### config.mk
export PLATFORM = sky130hd
export DESIGN_NAME = ibex_sram_arbiter_flat
export DESIGN_NICKNAME = d
export VERILOG_FILES = /design/src/rtl/ibex_sram_arbiter_if.sv /design/src/rtl/ibex_sram_arbiter.sv /design/src/flat_wrapper.sv
export SDC_FILE = /design/constraint.sdc
export NUM_CORES = 1
export LEC_CHECK = 0
export ABC_AREA = 1
export BUFFER_PORTS_ARGS = -buffer_cell sky130_fd_sc_hd__buf_4
export CAP_MARGIN = 10
export CORE_AREA = 3 3 106 108
export DETAILED_ROUTE_END_ITERATION = 12
export DIE_AREA = 0 0 109 111
export REMOVE_ABC_BUFFERS = 1
export SYNTH_ARGS = -nofsm -noshare
export SYNTH_HDL_FRONTEND = slang
export SYNTH_SLANG_ARGS = --single-unit
### constraint.sdc
create_clock -name clk_i -period 2.1 [get_ports clk_i]
set_input_delay 0.21 -clock clk_i [delete_from_list [all_inputs] [get_ports clk_i]]
set_output_delay 0.21 -clock clk_i [all_outputs]
set_load 0.02 [all_outputs]
### src/rtl/ibex_sram_arbiter_if.sv
// Ibex instruction/data ports plus the single-port SRAM port, bundled for the arbiter.
// The arbiter uses slave; whatever drives the Ibex requests and the SRAM read data uses master.
interface ibex_sram_arbiter_if;
  logic        instr_req_i;
  logic [31:0] instr_addr_i;
  logic        instr_gnt_o;
  logic        instr_rvalid_o;
  logic [31:0] instr_rdata_o;
  logic        instr_err_o;

  logic        data_req_i;
  logic        data_we_i;
  logic [3:0]  data_be_i;
  logic [31:0] data_addr_i;
  logic [31:0] data_wdata_i;
  logic        data_gnt_o;
  logic        data_rvalid_o;
  logic [31:0] data_rdata_o;
  logic        data_err_o;

  logic        mem_req_o;
  logic        mem_we_o;
  logic [3:0]  mem_be_o;
  logic [31:0] mem_addr_o;
  logic [31:0] mem_wdata_o;
  logic [31:0] mem_rdata_i;

  modport slave (
    input  instr_req_i, instr_addr_i,
    input  data_req_i, data_we_i, data_be_i, data_addr_i, data_wdata_i,
    input  mem_rdata_i,
    output instr_gnt_o, instr_rvalid_o, instr_rdata_o, instr_err_o,
    output data_gnt_o, data_rvalid_o, data_rdata_o, data_err_o,
    output mem_req_o, mem_we_o, mem_be_o, mem_addr_o, mem_wdata_o
  );

  modport master (
    output instr_req_i, instr_addr_i,
    output data_req_i, data_we_i, data_be_i, data_addr_i, data_wdata_i,
    output mem_rdata_i,
    input  instr_gnt_o, instr_rvalid_o, instr_rdata_o, instr_err_o,
    input  data_gnt_o, data_rvalid_o, data_rdata_o, data_err_o,
    input  mem_req_o, mem_we_o, mem_be_o, mem_addr_o, mem_wdata_o
  );
endinterface

### src/rtl/ibex_sram_arbiter.sv
// Ibex instr/data share one SRAM: same-cycle grant, rvalid one cycle later, no stall beyond losing arbitration.
// Instr streaks are capped while data waits; ARB_PERF_CNT_EN adds grant/stall counters.
module ibex_sram_arbiter #(
  parameter logic [31:0] MemStart       = 32'h0000_0000,
  parameter logic [31:0] MemMask        = 32'h0000_FFFF,
  parameter int unsigned MaxInstrStreak = 4
) (
  input  logic                  clk_i,
  input  logic                  rst_ni,
  ibex_sram_arbiter_if.slave    bus
`ifdef ARB_PERF_CNT_EN
  ,
  output logic [31:0]           perf_instr_gnt_o,
  output logic [31:0]           perf_data_gnt_o,
  output logic [31:0]           perf_data_stall_o
`endif
);

  typedef enum logic {OWN_INSTR = 1'b0, OWN_DATA = 1'b1} owner_e;

  localparam logic [3:0] STREAK_MAX = 4'(MaxInstrStreak);

  logic        r_rsp_valid;
  owner_e      r_rsp_owner;
  logic        r_rsp_err;
  logic [3:0]  r_streak;

  logic        w_data_win;
  logic        w_instr_win;
  logic        w_any_win;
  logic [31:0] w_addr;
  logic        w_hit;
  logic        w_rsp_ok;

  always_comb begin
    w_data_win  = bus.data_req_i && (!bus.instr_req_i || (r_streak == STREAK_MAX));
    w_instr_win = bus.instr_req_i && !w_data_win;
    w_any_win   = w_data_win || w_instr_win;
    w_addr      = 32'h0;
    if (w_data_win) begin
      w_addr = bus.data_addr_i;
    end else if (w_instr_win) begin
      w_addr = bus.instr_addr_i;
    end
    w_hit = ((w_addr & ~MemMask) == MemStart);
  end

  assign bus.instr_gnt_o = w_instr_win;
  assign bus.data_gnt_o  = w_data_win;

  assign bus.mem_req_o   = w_any_win && w_hit;
  assign bus.mem_addr_o  = w_addr;
  assign bus.mem_we_o    = w_data_win ? bus.data_we_i    : 1'b0;
  assign bus.mem_be_o    = w_data_win ? bus.data_be_i    : 4'h0;
  assign bus.mem_wdata_o = w_data_win ? bus.data_wdata_i : 32'h0;

  always_ff @(posedge clk_i) begin
    if (!rst_ni) begin
      r_rsp_valid <= 1'b0;
      r_rsp_owner <= OWN_INSTR;
      r_rsp_err   <= 1'b0;
      r_streak    <= 4'd0;
    end else begin
      r_rsp_valid <= w_any_win;
      r_rsp_owner <= w_data_win ? OWN_DATA : OWN_INSTR;
      r_rsp_err   <= w_any_win && !w_hit;
      // Only a fetch that beats a waiting data request extends the streak.
      if (w_instr_win && bus.data_req_i) begin
        if (r_streak != STREAK_MAX) begin
          r_streak <= r_streak + 4'd1;
        end
      end else begin
        r_streak <= 4'd0;
      end
    end
  end

  // Error responses return zero rather than whatever the idle SRAM drives.
  assign w_rsp_ok = r_rsp_valid && !r_rsp_err;

  assign bus.instr_rvalid_o = r_rsp_valid && (r_rsp_owner == OWN_INSTR);
  assign bus.data_rvalid_o  = r_rsp_valid && (r_rsp_owner == OWN_DATA);
  assign bus.instr_err_o    = r_rsp_valid && r_rsp_err && (r_rsp_owner == OWN_INSTR);
  assign bus.data_err_o     = r_rsp_valid && r_rsp_err && (r_rsp_owner == OWN_DATA);
  assign bus.instr_rdata_o  = w_rsp_ok ? bus.mem_rdata_i : 32'h0;
  assign bus.data_rdata_o   = w_rsp_ok ? bus.mem_rdata_i : 32'h0;

`ifdef ARB_PERF_CNT_EN
  logic [31:0] r_perf_instr_gnt;
  logic [31:0] r_perf_data_gnt;
  logic [31:0] r_perf_data_stall;

  always_ff @(posedge clk_i) begin
    if (!rst_ni) begin
      r_perf_instr_gnt  <= 32'h0;
      r_perf_data_gnt   <= 32'h0;
      r_perf_data_stall <= 32'h0;
    end else begin
      if (w_instr_win) r_perf_instr_gnt <= r_perf_instr_gnt + 32'd1;
      if (w_data_win)  r_perf_data_gnt  <= r_perf_data_gnt + 32'd1;
      if (bus.data_req_i && !w_data_win) r_perf_data_stall <= r_perf_data_stall + 32'd1;
    end
  end

  assign perf_instr_gnt_o  = r_perf_instr_gnt;
  assign perf_data_gnt_o   = r_perf_data_gnt;
  assign perf_data_stall_o = r_perf_data_stall;
`endif

endmodule

### src/flat_wrapper.sv
// flat-port wrapper written by rule: the top's interface ports become plain ports
module ibex_sram_arbiter_flat 
#(
  parameter logic [31:0] MemStart       = 32'h0000_0000,
  parameter logic [31:0] MemMask        = 32'h0000_FFFF,
  parameter int unsigned MaxInstrStreak = 4
)
  (clk_i, rst_ni, bus_instr_req_i, bus_instr_addr_i, bus_data_req_i, bus_data_we_i, bus_data_be_i, bus_data_addr_i, bus_data_wdata_i, bus_mem_rdata_i, bus_instr_gnt_o, bus_instr_rvalid_o, bus_instr_rdata_o, bus_instr_err_o, bus_data_gnt_o, bus_data_rvalid_o, bus_data_rdata_o, bus_data_err_o, bus_mem_req_o, bus_mem_we_o, bus_mem_be_o, bus_mem_addr_o, bus_mem_wdata_o);
  ibex_sram_arbiter_if bus_i ();
  input  logic clk_i;
  input  logic rst_ni;
  input wire logic [$bits(bus_i.instr_req_i)-1:0] bus_instr_req_i;
  input wire logic [$bits(bus_i.instr_addr_i)-1:0] bus_instr_addr_i;
  input wire logic [$bits(bus_i.data_req_i)-1:0] bus_data_req_i;
  input wire logic [$bits(bus_i.data_we_i)-1:0] bus_data_we_i;
  input wire logic [$bits(bus_i.data_be_i)-1:0] bus_data_be_i;
  input wire logic [$bits(bus_i.data_addr_i)-1:0] bus_data_addr_i;
  input wire logic [$bits(bus_i.data_wdata_i)-1:0] bus_data_wdata_i;
  input wire logic [$bits(bus_i.mem_rdata_i)-1:0] bus_mem_rdata_i;
  output wire logic [$bits(bus_i.instr_gnt_o)-1:0] bus_instr_gnt_o;
  output wire logic [$bits(bus_i.instr_rvalid_o)-1:0] bus_instr_rvalid_o;
  output wire logic [$bits(bus_i.instr_rdata_o)-1:0] bus_instr_rdata_o;
  output wire logic [$bits(bus_i.instr_err_o)-1:0] bus_instr_err_o;
  output wire logic [$bits(bus_i.data_gnt_o)-1:0] bus_data_gnt_o;
  output wire logic [$bits(bus_i.data_rvalid_o)-1:0] bus_data_rvalid_o;
  output wire logic [$bits(bus_i.data_rdata_o)-1:0] bus_data_rdata_o;
  output wire logic [$bits(bus_i.data_err_o)-1:0] bus_data_err_o;
  output wire logic [$bits(bus_i.mem_req_o)-1:0] bus_mem_req_o;
  output wire logic [$bits(bus_i.mem_we_o)-1:0] bus_mem_we_o;
  output wire logic [$bits(bus_i.mem_be_o)-1:0] bus_mem_be_o;
  output wire logic [$bits(bus_i.mem_addr_o)-1:0] bus_mem_addr_o;
  output wire logic [$bits(bus_i.mem_wdata_o)-1:0] bus_mem_wdata_o;
  assign bus_i.instr_req_i = bus_instr_req_i;
  assign bus_i.instr_addr_i = bus_instr_addr_i;
  assign bus_i.data_req_i = bus_data_req_i;
  assign bus_i.data_we_i = bus_data_we_i;
  assign bus_i.data_be_i = bus_data_be_i;
  assign bus_i.data_addr_i = bus_data_addr_i;
  assign bus_i.data_wdata_i = bus_data_wdata_i;
  assign bus_i.mem_rdata_i = bus_mem_rdata_i;
  assign bus_instr_gnt_o = bus_i.instr_gnt_o;
  assign bus_instr_rvalid_o = bus_i.instr_rvalid_o;
  assign bus_instr_rdata_o = bus_i.instr_rdata_o;
  assign bus_instr_err_o = bus_i.instr_err_o;
  assign bus_data_gnt_o = bus_i.data_gnt_o;
  assign bus_data_rvalid_o = bus_i.data_rvalid_o;
  assign bus_data_rdata_o = bus_i.data_rdata_o;
  assign bus_data_err_o = bus_i.data_err_o;
  assign bus_mem_req_o = bus_i.mem_req_o;
  assign bus_mem_we_o = bus_i.mem_we_o;
  assign bus_mem_be_o = bus_i.mem_be_o;
  assign bus_mem_addr_o = bus_i.mem_addr_o;
  assign bus_mem_wdata_o = bus_i.mem_wdata_o;
  ibex_sram_arbiter #(.MemStart(MemStart), .MemMask(MemMask), .MaxInstrStreak(MaxInstrStreak)) u_core (.clk_i(clk_i), .rst_ni(rst_ni), .bus(bus_i));
endmodule
Word level (Yosys, flattened, before mapping)
Cells that the tools add are included.
{"block": "word_totals", "register_bits": 7, "word_cells": 34}
{"block": "op_classes", "bitwise": 1, "mux": 7, "reduce_logical": 19, "add_sub_neg": 1, "n_eq_ne": 2}
{"operator": "32-bit two-way mux", "n": 4}
{"operator": "32-bit zero test", "n": 1}
{"operator": "1-bit logical AND", "n": 11}
{"operator": "4-bit by 1-bit adder with 4-bit output (second input constant)", "n": 1}
{"operator": "4-bit by 3-bit == test with 1-bit output (second input constant)", "n": 1}
{"operator": "1-bit zero test", "n": 4}
{"operator": "4-bit two-way mux", "n": 1}
{"operator": "4-bit by 3-bit inequality test with 1-bit output (second input constant)", "n": 1}
{"operator": "1-bit logical OR", "n": 2}
{"operator": "1-bit two-way mux", "n": 2}
{"operator": "2-bit AND reduction", "n": 1}
{"operator": "1-bit NOT", "n": 1}

Longest topological paths before layout
{"block": "logic_depth", "ltp_word": 10, "ltp_mapped": 13, "ltp_nobuf": 12}

Least setup slack after synthesis
No wires, ideal clock.
{"block": "synth_path", "path_type": "register to output", "from": "reg u_core.r_streak[0]", "to": "out bus_mem_req_o", "required_time_ps": 1890, "setup_slack_ps": 212, "t_arrival_ps": 1678, "stages_incl_launch_ff": 14, "n_path_buf": 1, "path_cell_list": "dfxtp_1 -> inv_1 -> ha_1 -> nand2_2 -> nor2_4 -> a21oi_4 -> buf_6 -> nand2_1 -> nand2_1 -> nor2_1 -> nand2_1 -> nor2_2 -> nand2_1 -> nor2_2"}
{"block": "synth_via", "elab_chain_len": 9, "elab_cells_between_ends": 10}
{"element": "from (decl)", "line_no": "ibex_sram_arbiter.sv:26", "rtl": "logic [3:0] r_streak;"}
{"element": "from (signal assigned)", "line_no": "ibex_sram_arbiter.sv:70", "rtl": "r_streak <= r_streak + 4'd1;"}
{"element": "4-bit by 3-bit == test with 1-bit output *", "line_no": "ibex_sram_arbiter.sv:36", "rtl": "w_data_win = bus.data_req_i && (!bus.instr_req_i || (r_streak == STREAK_MAX));"}
{"element": "1-bit logical OR *", "line_no": "ibex_sram_arbiter.sv:36"}
{"element": "1-bit logical AND *", "line_no": "ibex_sram_arbiter.sv:36"}
{"element": "1-bit zero test", "line_no": "ibex_sram_arbiter.sv:37", "rtl": "w_instr_win = bus.instr_req_i && !w_data_win;"}
{"element": "1-bit logical AND", "line_no": "ibex_sram_arbiter.sv:37"}
{"element": "32-bit two-way mux", "line_no": "ibex_sram_arbiter.sv:42", "rtl": "end else if (w_instr_win) begin"}
{"element": "32-bit two-way mux *", "line_no": "ibex_sram_arbiter.sv:40", "rtl": "if (w_data_win) begin"}
{"element": "named net bus_mem_addr_o[16]", "line_no": "flat_wrapper.sv:31", "rtl": "output wire logic [$bits(bus_i.mem_addr_o)-1:0] bus_mem_addr_o;"}
{"element": "32-bit zero test *", "line_no": "ibex_sram_arbiter.sv:45", "rtl": "w_hit = ((w_addr & ~MemMask) == MemStart);"}
{"element": "1-bit logical AND *", "line_no": "ibex_sram_arbiter.sv:51", "rtl": "assign bus.mem_req_o = w_any_win && w_hit;"}
{"element": "to (decl)", "line_no": "flat_wrapper.sv:28", "rtl": "output wire logic [$bits(bus_i.mem_req_o)-1:0] bus_mem_req_o;"}
Mark *: on every way through the listed nets, which the timed path passes. The rest lies on a longest branch.

Worst setup path after layout
{"block": "layout_path", "from": "reg u_core.r_streak[1]", "to": "out bus_mem_req_o"}
{"block": "layout_via", "elab_chain_len": 9, "elab_cells_between_ends": 10}
{"element": "4-bit by 3-bit == test with 1-bit output *", "line_no": "ibex_sram_arbiter.sv:36"}
{"element": "1-bit logical OR *", "line_no": "ibex_sram_arbiter.sv:36"}
{"element": "1-bit logical AND *", "line_no": "ibex_sram_arbiter.sv:36"}
{"element": "1-bit zero test", "line_no": "ibex_sram_arbiter.sv:37"}
{"element": "1-bit logical AND", "line_no": "ibex_sram_arbiter.sv:37"}
{"element": "32-bit two-way mux", "line_no": "ibex_sram_arbiter.sv:42"}
{"element": "32-bit two-way mux", "line_no": "ibex_sram_arbiter.sv:40"}
{"element": "32-bit zero test", "line_no": "ibex_sram_arbiter.sv:45"}
{"element": "1-bit logical AND *", "line_no": "ibex_sram_arbiter.sv:51"}
Every way passes the cells marked *; elsewhere a longest branch is shown, timed or not.

==> summary.md <==
| Metric | Value |
|---|---|
| Outcome | finished with violations |
| Failing checks | setup timing |
| Setup Slack @ Placement | 0.07061 ns |
| Setup TNS | -0.07375 ns |
| Die area | 12100 sq um |
| Initial antenna violation count | 0 |
| Top delay family on crit path | simple AND/OR/NAND/NOR gates |
| RSZ-0062 raised after global routing | yes |
| DR pass1 iterations | 4 |
| Net Sw Power | 482.7 uW |
| Num CTS Buffers | 3 |
| Largest net degree at the start of global routing | 39 |
| CP cell instances | inv_2 -> ha_4 -> nand2_4 -> nor2_4 -> a21oi_4 -> clkbuf_16 -> nand2_4 -> nand2_4 -> nor2_4 -> nand2_2 -> nor2_4 -> nand2_2 -> nor2_2 -> buf_6 |
| Max Slew Vio Count | 0 |
| Initial cell density of the core | 16.75% |
| Req. time, crit path | 1.89 ns |
| Number of remaining DRC errors | 0 |
| Post-route ant nets | 0 |
| PwrDens | 292.2 nW/um^2 |
| Setup violators final | 1 |
| Slew margin rel. | 74.17% |
| WHS Path Cells | 3 |
| TritonCTS Sinks | 7 |
| Horiz. Die Dim | 109 um |
| Max Freq | 460.0 MHz |
| First-pass GRT wire length | 12130 um |
| Worst Hold Class | input port to flop |
| Ant diodes | 0 |
| Skew final | 0.003068 ns |
| Seq cells post-synth | 7 |
| Yosys warnings | 0 |
| CP bufs+invs | 3 |
| Gate power share | 72.0% |
| Startpoint types | flop |
| Clk pin slew, worst setup/hold paths | 0.04 ns |
| Die height | 111 um |
| Via Count | 2684 |
| Worst Tran Pin Value | 0.3874 ns |
| PortBufs | 276 |
| CP Depth | 14 |
| Total Routing Usage GR | 12.25% |
| Critical Path End Type | output port |
| H-Tree Depth | 1 |
| Clk Latency, worst-skew pair | 0.23 ns |
| Number of max-cap violations | 0 |
| Leak | 0.002494 uW |
| Sw Share | 41.26% |
| Row cnt | 37 |
| CORE AREA | 10320 sq um |
| Post-Syn Instances | 306 |
| Share of cells above drive strength 1 | 63.73% |
| CTS root buf | clkbuf_8 |
| # IOs | 277 |
| Seq/Total Area, Yosys | 8.104% |
| Unique cell type count in the Yosys netlist | 24 |
| Area growth, synth to finish | 131.5% |
| CTS tree | done |
| Clock group share of total power | 16.0% |
| Clock buffer depth | 2 |
| Fin cells | 693 |
| Reg2reg path depth | 13 |
| Vias in the first global route | 2606 |
| Period utilization | 103.5% |
| Nets | 697 |
| Placed wire-length estimate | 7444 um |
| GRT overflow | 0 |
| Placed cell count | 680 |
| Sequential share of power | 12.0% |
| Final Critical Period | 2.174 ns |
| PnR worst setup slack | -0.07375 ns |
| Most frequent cells in the layout | 285 x buf_4, 76 x nor2_1, 74 x inv_1, 21 x nand2_2, 20 x nand2_1 |
| Post-Syn Area | 1729 sq um |
| Maximum VDD drop | 0.1616 mV |
| Final Hold Vio Count | 0 |
| Placer Congestion | 0.8057 |
| Post-Route WL | 8732 um |
| Hold_buf cts | 0 |
| Routed WL per cell | 12.60 um |
| Setup CP Type | flop to output port |
| Syn_area_per_cell | 5.651 sq um |
| Initial DRC Count | 98 |
| Int Pwr | 687.1 uW |
| Vias/cell | 3.873 |
| Crit-path max cell delay | 0.31 ns |
| Worst EP arrival | 1.96 ns |
| Worst-path fanout max | 5 |
| Commonest non-fill, non-tap cell in the layout | buf_4 |
| Crit path max-delay cell type | dfxtp_2 |
-- path summary, 6_finish.rpt --
| check | startpoint | end | slack [ns] |
|---|---|---|---|
| max | u_core.r_streak[1] | bus_mem_req_o | -0.07 |
| min | rst_ni | u_core.r_rsp_owner | 0.26 |
| max reg2reg | u_core.r_streak[0] | u_core.r_rsp_err | 0.26 |
| min reg2reg | u_core.r_streak[0] | u_core.r_streak[0] | 0.55 |
-- Yosys cell counts (all sizes together) --
library cell / instances / area, sq um
xnor2: 1 / 8.760
buf: 41 / 331.6
inv: 78 / 292.8
ha: 2 / 25.02
dfxtp: 7 / 140.1
nor3: 1 / 5.000
a211oi: 1 / 7.510
nand3: 4 / 25.02
a21oi: 4 / 31.28
clkbuf: 4 / 15.01
a22o: 16 / 140.1
a21boi: 1 / 18.77
nand2: 58 / 315.3
nor2: 88 / 372.8
-- cell families after synthesis --
logic type	synth area share (%)
AO/OA/AOI/OAI	11.43
buffers and inverters	36.97
flip-flops	8.104
XOR/XNOR	0.5066
AND/OR/NAND/NOR	41.53
adder cells (fa/ha/maj)	1.447
-- layer usage --
| layer | track usage (%) | part of all wire [%] |
|---|---|---|
| met1 | 11.56 | 32 |
| met2 | 26.37 | 57 |
| met3 | 2.155 | 11 |
| met4 | 1.768 | 0.25 |
| met5 | 0 | 0 |
-- final cells by class --
class	count	area, sq um
clock buffer	3	41.29
clock inverter	1	5.005
fill	1046	6320
inverter	78	295.3
multi-input combinational	176	1087
sequential	7	141.4
tap	136	170.2
timing repair buffer	292	2263
-- worst register-to-register path: cells and delay by family (launching register included) --
family / cells / cell delay [ns]
AOI/OAI and AO/OA: 2 / 0.44
adders and majority gates: 1 / 0.16
buffers and inverters: 3 / 0.40
DFF: 1 / 0.34
and+or+nand+nor: 7 / 0.43
-- sequential cells by signal, indices dropped and copies added (netlist names) --
register / cells
u_core.r_streak: 4
u_core.r_rsp_err: 1
u_core.r_rsp_owner: 1
u_core.r_rsp_valid: 1
-- power groups by stage --
stage | Clock (uW) | Combinational [uW] | Sequential [uW]
3_5_place_dp | 0 | 792 | 142
5_1_grt | 202 | 905 | 141
2_1_floorplan | 0 | 340 | 142
6_report | 187 | 842 | 140
4_1_cts | 194 | 799 | 140
3_3_place_gp | 0 | 786 | 142
-- metrics by stage --
stage / utilization [%] / cell area (sq um) / hold WS (ns) / power, uW
floorplan: - / 1383 / 0.3450 / 482.4
global placement: 35.86 / 3702 / 0.4967 / 928.3
detailed placement: 35.86 / 3702 / 0.4991 / 934.2
CTS: 36.57 / 3775 / 0.2627 / 1133
global route: 38.78 / 4004 / 0.2947 / 1247
finish: 38.78 / 4004 / 0.2561 / 1170
-- what timing repair did --
action	CTS	global route
setup buffers	0	6
pin swaps	0	19
resized for setup	9	31
setup endpoints to repair	38	2
hold endpoints to repair	0	0
gates cloned	0	3
Note: power is estimated with default switching activity, not from simulation.
